===== config.mk =====
export PLATFORM = sky130hd
export DESIGN_NAME = ram_store_unit
export DESIGN_NICKNAME = d
export VERILOG_FILES = /design/src/rtl/ram_store_unit.sv
export SDC_FILE = /design/constraint.sdc
export NUM_CORES = 1
export LEC_CHECK = 0
export CORE_MARGIN = 3
export CORE_UTILIZATION = 47
export CTS_BUF_LIST = sky130_fd_sc_hd__clkbuf_8
export CTS_CLUSTER_DIAMETER = 40
export CTS_CLUSTER_SIZE = 16
export DETAILED_ROUTE_END_ITERATION = 7
export GPL_ROUTABILITY_DRIVEN = 1
export PLACE_DENSITY = 0.82
export SYNTH_ARGS = -nofsm -noshare
export SYNTH_HDL_FRONTEND = slang
export SYNTH_SLANG_ARGS = --single-unit

===== constraint.sdc =====
create_clock -name clk -period 2.2 [get_ports clk]
set_clock_uncertainty 0.1 [all_clocks]
set_input_delay 0.55 -clock clk [delete_from_list [all_inputs] [get_ports clk]]
set_output_delay 0.55 -clock clk [all_outputs]
set_load 0.1 [all_outputs]

===== src/rtl/ram_store_unit.sv =====
// Byte-serial big-endian store engine for the byte-wide data RAM write port.
// Define MISALIGN_TRAP_EN to reject misaligned SH/SW with an err pulse.
module ram_store_unit #(
  parameter int ADDR_W = 12
) (
  input  logic              clk,
  input  logic              rst,
  input  logic              req_valid,
  output logic              req_ready,
  input  logic [31:0]       req_addr,
  input  logic [2:0]        req_sel,
  input  logic [31:0]       req_data,
  output logic              mem_we,
  output logic [ADDR_W-1:0] mem_addr,
  output logic [7:0]        mem_wdata,
  output logic              busy,
  output logic              done,
  output logic              err
);

  typedef enum logic {S_IDLE, S_WRITE} state_t;

  state_t            r_state;
  state_t            w_state_nxt;
  logic [1:0]        r_cnt;
  logic [1:0]        r_last;
  logic [31:0]       r_data;
  logic              r_we;
  logic [ADDR_W-1:0] r_addr;
  logic [7:0]        r_wdata;
  logic              r_busy;
  logic              r_done;
  logic              r_err;

  logic              w_last;
  logic              w_ready;
  logic              w_accept;
  logic              w_legal;
  logic              w_go;
  logic              w_step;
  logic [1:0]        w_nlast;
  logic [31:0]       w_aligned;
  logic [1:0]        w_cnt;
  logic [1:0]        w_last_n;
  logic [31:0]       w_data;
  logic              w_we;
  logic [ADDR_W-1:0] w_addr;
  logic [7:0]        w_wdata;
  logic              w_busy;
  logic              w_done;
  logic              w_err;
  logic              w_unused;

  assign w_unused = ^req_addr[31:ADDR_W];

  assign w_last   = (r_cnt == r_last);
  assign w_ready  = (r_state == S_IDLE) || w_last;
  assign w_accept = req_valid && w_ready;
  assign w_go     = w_accept && w_legal;
  assign w_step   = (r_state == S_WRITE) && !w_last;

  assign req_ready = w_ready;
  assign mem_we    = r_we;
  assign mem_addr  = r_addr;
  assign mem_wdata = r_wdata;
  assign busy      = r_busy;
  assign done      = r_done;
  assign err       = r_err;

  // Left-align the store data so byte k is always the top byte after k shifts
  always_comb begin
    w_legal   = 1'b1;
    w_nlast   = 2'd0;
    w_aligned = {req_data[7:0], 24'h0};
    case (req_sel)
      3'b000: ;
      3'b001: begin
        w_nlast   = 2'd1;
        w_aligned = {req_data[15:0], 16'h0};
      end
      3'b010: begin
        w_nlast   = 2'd3;
        w_aligned = req_data;
      end
      default: w_legal = 1'b0;
    endcase
`ifdef MISALIGN_TRAP_EN
    if (req_sel == 3'b001 && req_addr[0])
      w_legal = 1'b0;
    if (req_sel == 3'b010 && req_addr[1:0] != 2'b00)
      w_legal = 1'b0;
`endif
  end

  always_ff @(posedge clk or posedge rst) begin
    if (rst) begin
      r_state <= S_IDLE;
      r_cnt   <= '0;
      r_last  <= '0;
      r_data  <= '0;
      r_we    <= 1'b0;
      r_addr  <= '0;
      r_wdata <= '0;
      r_busy  <= 1'b0;
      r_done  <= 1'b0;
      r_err   <= 1'b0;
    end else begin
      r_state <= w_state_nxt;
      r_cnt   <= w_cnt;
      r_last  <= w_last_n;
      r_data  <= w_data;
      r_we    <= w_we;
      r_addr  <= w_addr;
      r_wdata <= w_wdata;
      r_busy  <= w_busy;
      r_done  <= w_done;
      r_err   <= w_err;
    end
  end

  always_comb begin
    w_state_nxt = r_state;
    case (r_state)
      S_IDLE:  if (w_go) w_state_nxt = S_WRITE;
      S_WRITE: if (w_last) w_state_nxt = w_go ? S_WRITE : S_IDLE;
      default: w_state_nxt = S_IDLE;
    endcase
  end

  // Address and data hold their last value whenever no byte is written
  always_comb begin
    w_we     = 1'b0;
    w_addr   = r_addr;
    w_wdata  = r_wdata;
    w_busy   = 1'b0;
    w_done   = 1'b0;
    w_err    = w_accept && !w_legal;
    w_cnt    = r_cnt;
    w_last_n = r_last;
    w_data   = r_data;
    unique case (1'b1)
      w_go: begin
        w_we     = 1'b1;
        w_addr   = req_addr[ADDR_W-1:0];
        w_wdata  = w_aligned[31:24];
        w_data   = w_aligned << 8;
        w_cnt    = 2'd0;
        w_last_n = w_nlast;
        w_done   = (w_nlast == 2'd0);
        w_busy   = 1'b1;
      end
      w_step: begin
        w_we    = 1'b1;
        w_addr  = r_addr + 1'b1;
        w_wdata = r_data[31:24];
        w_data  = r_data << 8;
        w_cnt   = r_cnt + 2'd1;
        w_done  = (w_cnt == r_last);
        w_busy  = 1'b1;
      end
      default: ;
    endcase
  end

endmodule


==> results of run 1 <==
[placed cells by master, fill, tap and decap left out, types with 4 or more instances in the layout]
cell type / count
o21ai_0: 33
a21oi_1: 10
o221a_2: 4
and3_1: 9
buf_12: 15
buf_4: 46
mux2_2: 4
inv_1: 6
dfrtp_1: 49
clkdlybuf4s50_1: 49
a221oi_1: 10
clkbuf_8: 7
mux2i_1: 5
nand2_1: 25
o21ai_1: 4
nor2_1: 24
a211oi_1: 10
nand3_1: 9
a221o_1: 8
a22o_1: 8
nor3_1: 8
[power groups by stage]
| stage | Sequential [µW] | Combinational (µW) | Clock [µW] |
|---|---|---|---|
| after floorplan | 3060 | 1330 | 0 |
| after global placement | 1710 | 3820 | 0 |
| after detailed placement | 1740 | 3890 | 0 |
| after CTS | 1720 | 3910 | 721 |
| after global routing | 1790 | 4230 | 758 |
| final | 1740 | 4020 | 707 |
[worst min-delay path, stage by stage (launching register included)]
cell     delay, ns
dfrtp_1       0.35
nand2_1       0.05
o21ai_0       0.06
[stage by stage]
step	hold slack, ns	utilization, %	worst slack [ns]	cells
after floorplan	0.342	-	0.0666	285
after global placement	0.349	68.2	-0.159	437
after detailed placement	0.363	68.2	-0.231	437
after CTS	0.383	70.6	0.0149	445
after global routing	0.404	71.6	0.0275	450
final	0.381	71.6	0.0656	450
[registers in the layout, summed over array words and instances, names as in the netlist, 2 cells and up]
| name | cells |
|---|---|
| mem_addr | 12 |
| mem_wdata | 8 |
| r_cnt | 2 |
| r_data | 24 |
| r_last | 2 |
[cell type report]
| cell class | count | area, µm² |
|---|---|---|
| clock buffer | 7 | 96.3 |
| inverter | 8 | 35.0 |
| clock inverter | 1 | 30.0 |
| sequential | 52 | 1310 |
| timing repair buffer | 110 | 1140 |
| tap | 72 | 90.1 |
| multi-input combinational | 200 | 1270 |
| fill | 411 | 1580 |
[cells by family after synthesis]
group           count (synthesis)  synth area share (%)
buf+inv                        33                  6.16
compound gates                 96                  24.5
mux                            10                  3.91
xor+xnor                        6                  1.93
flops                          52                  47.8
simple gates                   87                  15.3
fa+ha+maj                       1                 0.460
[per-layer routing]
| metal | global-route usage [%] | vias to the layer above | wire length (µm) |
|---|---|---|---|
| li1 | - | 1237 | - |
| met1 | 31.6 | 1305 | 3140 |
| met2 | 39.8 | 120 | 3960 |
| met3 | 2.82 | 21 | 494 |
| met4 | 7.97 | 0 | 158 |
| met5 | 0 | - | 0 |
[worst min-delay path by stage]
| stage | startpoint | endpoint | slack (ns) | depth (start not counted) |
|---|---|---|---|---|
| after floorplan | r_data[18] | r_data[26] | 0.34 | 2 |
| after CTS | r_data[16] | r_data[24] | 0.38 | 2 |
| after global routing | r_data[28] | mem_wdata[4] | 0.40 | 2 |
| after detailed placement | r_data[19] | r_data[27] | 0.36 | 2 |
| after global placement | r_data[27] | mem_wdata[3] | 0.35 | 2 |
| final | r_data[24] | mem_wdata[0] | 0.38 | 2 |
[what timing repair did]
action / 4_1_cts / 5_1_grt
cloned: 0 / 0
setup endpoints to repair: 1 / 8
resized for setup: 2 / 5
pin swaps: 0 / 2
setup buffers: 0 / 5
==> flow_summary.json, run 1 <==
{
  "accumulated_negative_setup_slack_ns": 0,
  "drt_drc_violations_left": 0,
  "setup.worst_path.end_class": "primary output",
  "gr-total-overflow": 0,
  "die_h_um": 82.1,
  "cts.htree.levels": 2,
  "netlist_top_cells_area": "dfrtp_1, o21ai_0, nand2_1",
  "clk_pin_slew_ns": 0.09,
  "areaGrowthSynthToFinish_pct": 45.7,
  "max-clock-path-buffers": 2,
  "worstSetupPathDepth": 4,
  "worstPathRequired_ns": 1.55,
  "maximum_number_of_pins_on_one_net_before_global_route_repair": 53,
  "r2r-end": "mem_addr[5]",
  "worstHoldPathType": "flip-flop to flip-flop",
  "floorplan.rows": 27,
  "boundaryPins": 95,
  "avgViaCountPerCell": 5.96,
  "path_delay_family": "flip-flops",
  "crit_buf_inv": 2,
  "leakagePower_uw": 0.00176,
  "critPathMaxStageDelay_ns": 0.47,
  "design_area_mm2": 0.00397,
  "ys_types": 41,
  "synth_ff_type": "dfrtp_1",
  "cts-buffers-inserted": 5,
  "placed_area_mm2": 0.00378,
  "timing.reg2reg.setup_slack_ns": 0.17,
  "path_cells": "xor2_1 > o21a_2 > clkinv_4 > buf_12",
  "insertion_delay_ns": 0.31,
  "worst_setup_path_endpoint": "req_ready",
  "async_reset_ff_share_pct": 100,
  "net-switching-power_uw": 3360,
  "drv_slew": 0,
  "cellInternalPower_uw": 3110,
  "post-synth-top-area-fraction_pct": 47.8,
  "detailedPlacementHpwl_um": 5480,
  "tritoncts": "yes",
  "cts-root-buf": "clkbuf_8",
  "route.vias.total": 2683,
  "place_congestion": 0.878,
  "total_wirelength_um": 7760,
  "avgSynthCellArea_um2": 9.55,
  "yosysMostFrequentCell": "dfrtp_1",
  "final_period_minus_worst_setup_slack_ns": 2.13,
  "grt_first_pass_wirelength_um": 12300,
  "power.ir.vdd_worst_v": 0.00116,
  "share_of_total_power_in_sequential_cells_pct": 26.9,
  "yosysWarningCount": 0,
  "holdBufCountCts": 0,
  "total_clock_sinks": 52,
  "die_width_um": 82.1,
  "drtIter0Drc": 235,
  "clockPowerShare_pct": 10.9,
  "top_fanout_value_on_the_critical_path": 10,
  "netlist.top_cell.by_area": "dfrtp_1",
  "regToRegStartpoint": "r_cnt[0]",
  "outcome": "finished clean",
  "tightest_slew_ns": 0.451,
  "port_buffers": 74,
  "grt_setup_unrepaired": "false",
  "syn-num-nets": 356,
  "antenna_violating_nets_post_route": 0,
  "synth_area_mm2": 0.00272,
  "design.core.area_mm2": 0.00554,
  "detail_route.wl_per_cell_um": 17.2,
  "min_period_over_period_pct": 97.0,
  "insertedDiodeCount": 0,
  "number_of_antenna_violations_at_the_first_check_in_global_routing": 0,
  "worstSetupStartpoint": "r_cnt[0]",
  "max-slew-margin-rel_pct": 69.9,
  "synthesis.instances": 285,
  "critical_path.slowest_cell": "dfrtp_2",
  "start_util_pct": 49.1,
  "power_share_of_the_combinational_group_pct": 62.2,
  "synth_seq_cells": 52,
  "final-hold-violation-count": 0,
  "global_route_usage_over_all_layers_pct": 23.6,
  "finish.net_count": 448,
  "reg2regPathDepth": 5,
  "critPathKind": "flip-flop to primary output",
  "drive_gt1_share_pct": 23.3,
  "p_per_area_mw_per_mm2": 1630,
  "crit_path_start_kind": "flip-flop",
  "die_outline_area_mm2": 0.00674,
  "ys_seq_area_share_pct": 47.8,
  "total_power_uw": 6470,
  "drt_pass1_iterations": 5,
  "max_freq_ghz": 0.469,
  "timing.max_cap.violations": 0,
  "via_count_of_the_first_global_routing_pass": 2514,
  "ys_top_cells_by_count": "dfrtp_1, o21ai_0, nand2_1",
  "synth-edff-count": 0,
  "setup_violations": 0,
  "sw_frac_of_total_pct": 51.9,
  "crit_arrival_ns": 1.48
}
Power figures use the tool's default switching activity.
==> run 2, diff against run 1 <==
--- a/config.mk
+++ b/config.mk
@@ -6,13 +6,13 @@
 export NUM_CORES = 1
 export LEC_CHECK = 0
 export CORE_MARGIN = 3
-export CORE_UTILIZATION = 47
+export CORE_UTILIZATION = 45
 export CTS_BUF_LIST = sky130_fd_sc_hd__clkbuf_8
 export CTS_CLUSTER_DIAMETER = 40
 export CTS_CLUSTER_SIZE = 16
 export DETAILED_ROUTE_END_ITERATION = 7
 export GPL_ROUTABILITY_DRIVEN = 1
-export PLACE_DENSITY = 0.82
+export PLACE_DENSITY = 0.79
 export SYNTH_ARGS = -nofsm -noshare
 export SYNTH_HDL_FRONTEND = slang
 export SYNTH_SLANG_ARGS = --single-unit
==> flow_summary.json, run 2 (same netlist as run 1, synthesis figures left out) <==
{
  "total_wirelength_um": 7900,
  "clk_pin_slew_ns": 0.09,
  "outcome": "finished clean",
  "number_of_antenna_violations_at_the_first_check_in_global_routing": 0,
  "die_h_um": 83.8,
  "setup_violations": 0,
  "gr-total-overflow": 0,
  "setup.worst_path.end_class": "primary output",
  "largest_reg_flops": 24,
  "cts.htree.levels": 2,
  "design.core.area_mm2": 0.00568,
  "top_fanout_value_on_the_critical_path": 9,
  "tritoncts": "yes",
  "n_fill_cell": 431,
  "critPathKind": "flip-flop to primary output",
  "port_buffers": 74,
  "max-slew-margin-rel_pct": 69.1,
  "drt_drc_violations_left": 0,
  "place_congestion": 0.908,
  "drive_gt1_share_pct": 22.1,
  "floorplan.rows": 27,
  "cts-root-buf": "clkbuf_8",
  "leakagePower_uw": 0.00174,
  "total_power_uw": 6320,
  "crit_path_start_kind": "flip-flop",
  "finish.net_count": 446,
  "leading_cell_types_in_the_layout_fill_and_taps_excluded": "dfrtp_1, clkdlybuf4s50_1, buf_4",
  "drv_slew": 0,
  "place_worst_setup_slack_ns": -0.219,
  "p_per_area_mw_per_mm2": 1620,
  "drtIter0Drc": 164,
  "boundaryPins": 95,
  "timing.max_cap.violations": 0,
  "dpl.cell_count": 436,
  "fin_cells": 447,
  "die_outline_area_mm2": 0.00702,
  "total_clock_sinks": 52,
  "grt_first_pass_wirelength_um": 13200,
  "areaGrowthSynthToFinish_pct": 43.7,
  "min_period_over_period_pct": 96.6,
  "grt_setup_unrepaired": "false",
  "insertedDiodeCount": 0,
  "drt_pass1_iterations": 5,
  "maximum_number_of_pins_on_one_net_before_global_route_repair": 53,
  "registers.top_by_ff_count": "r_data",
  "power.ir.vdd_worst_v": 0.00114,
  "insertion_delay_ns": 0.31,
  "max-clock-path-buffers": 2,
  "antenna_violating_nets_post_route": 0,
  "detailedPlacementHpwl_um": 5500,
  "route.vias.total": 2657,
  "accumulated_negative_setup_slack_ns": 0,
  "start_util_pct": 47.9,
  "layout_setup_ws_ns": 0.0758,
  "multi_input_comb_area_mm2": 0.00127,
  "die_width_um": 83.8,
  "final-hold-violation-count": 0,
  "cts-buffers-inserted": 5,
  "sequential_cell_area_mm2": 0.00131,
  "detail_route.wl_per_cell_um": 17.7,
  "tightest_slew_ns": 0.463,
  "worstPathRequired_ns": 1.55,
  "global_route_usage_over_all_layers_pct": 23.1,
  "avgViaCountPerCell": 5.94,
  "fin_util_pct": 68.9,
  "final_period_minus_worst_setup_slack_ns": 2.12,
  "crit_arrival_ns": 1.47,
  "max_freq_ghz": 0.471,
  "worstHoldPathType": "flip-flop to flip-flop",
  "via_count_of_the_first_global_routing_pass": 2609
}
run 2: cell count changes in the layout (fill, tap and decap cells not counted), sizes merged:
cell    change
clkbuf      -2
buf         -2
inv         +1
run 2: critical path, cell delays in order, from the launching register on:
cell and delay [ns]:
dfrtp_1 0.44, xor2_2 0.21, o21a_2 0.24, clkinv_4 0.10, buf_12 0.18
run 2: routing by layer:
| metal | part of all wire [%] | vias up | global-route usage, % |
|---|---|---|---|
| li1 | - | 1231 | - |
| met3 | 6.8 | 18 | 3.75 |
| met5 | 0 | - | 0 |
| met4 | 2.3 | 0 | 7.31 |
| met2 | 49 | 130 | 36.9 |
| met1 | 42 | 1278 | 32.0 |
run 2: through the flow:
| stage | hold slack, ns | instance area, µm² |
|---|---|---|
| after detailed placement | 0.360 | 3760 |
| after global placement | 0.351 | 3760 |
| after global routing | 0.418 | 3910 |
| after CTS | 0.379 | 3860 |
| final | 0.377 | 3910 |
| after floorplan | 0.342 | 2720 |
run 2: where the power goes:
group          switching, µW  leakage (µW)  internal, µW  total [µW]
combinational           2640       0.00103          1310        3960
clock                    310     0.0000554           329         639
sequential               378      0.000651          1350        1730
run 2: cell type report:
class / instances / area share (%)
Sequential cell: 52 / 33.4
Multi-Input combinational cell: 200 / 32.5
Timing Repair Buffer: 108 / 28.3
Tap cell: 72 / 2.30
Clock buffer: 5 / 1.76
Inverter: 8 / 0.896
Clock inverter: 2 / 0.864
run 2: worst paths after layout:
| path | from | end | slack (ns) | cells after the start |
|---|---|---|---|---|
| worst max register to register | r_last[1] | mem_addr[8] | 0.20 | 5 |
| max in group asynchronous | rst | r_cnt[0] | 1.24 | 3 |
| worst min-delay path | r_data[22] | r_data[30] | 0.38 | 2 |
| min in group asynchronous | rst | busy | 0.49 | 3 |
| worst min register to register | r_data[22] | r_data[30] | 0.38 | 2 |
| worst max-delay path | r_last[1] | req_ready | 0.08 | 4 |
run 2: timing repair:
item / 4_1_cts / 5_1_grt
buffers inserted: 0 / 4
resized for setup: 2 / 4
hold buffers: 0 / 0
setup endpoints to repair: 1 / 4
pin swaps: 0 / 2
==> run 3, diff against run 2 <==
--- a/config.mk
+++ b/config.mk
@@ -12,6 +12,7 @@
 export CTS_CLUSTER_SIZE = 16
 export DETAILED_ROUTE_END_ITERATION = 7
 export GPL_ROUTABILITY_DRIVEN = 1
+export HOLD_SLACK_MARGIN = 0.02
 export PLACE_DENSITY = 0.79
 export SYNTH_ARGS = -nofsm -noshare
 export SYNTH_HDL_FRONTEND = slang
==> results of run 3 <==
Same layout as run 2: the final DEF is identical, and so are final timing and power.
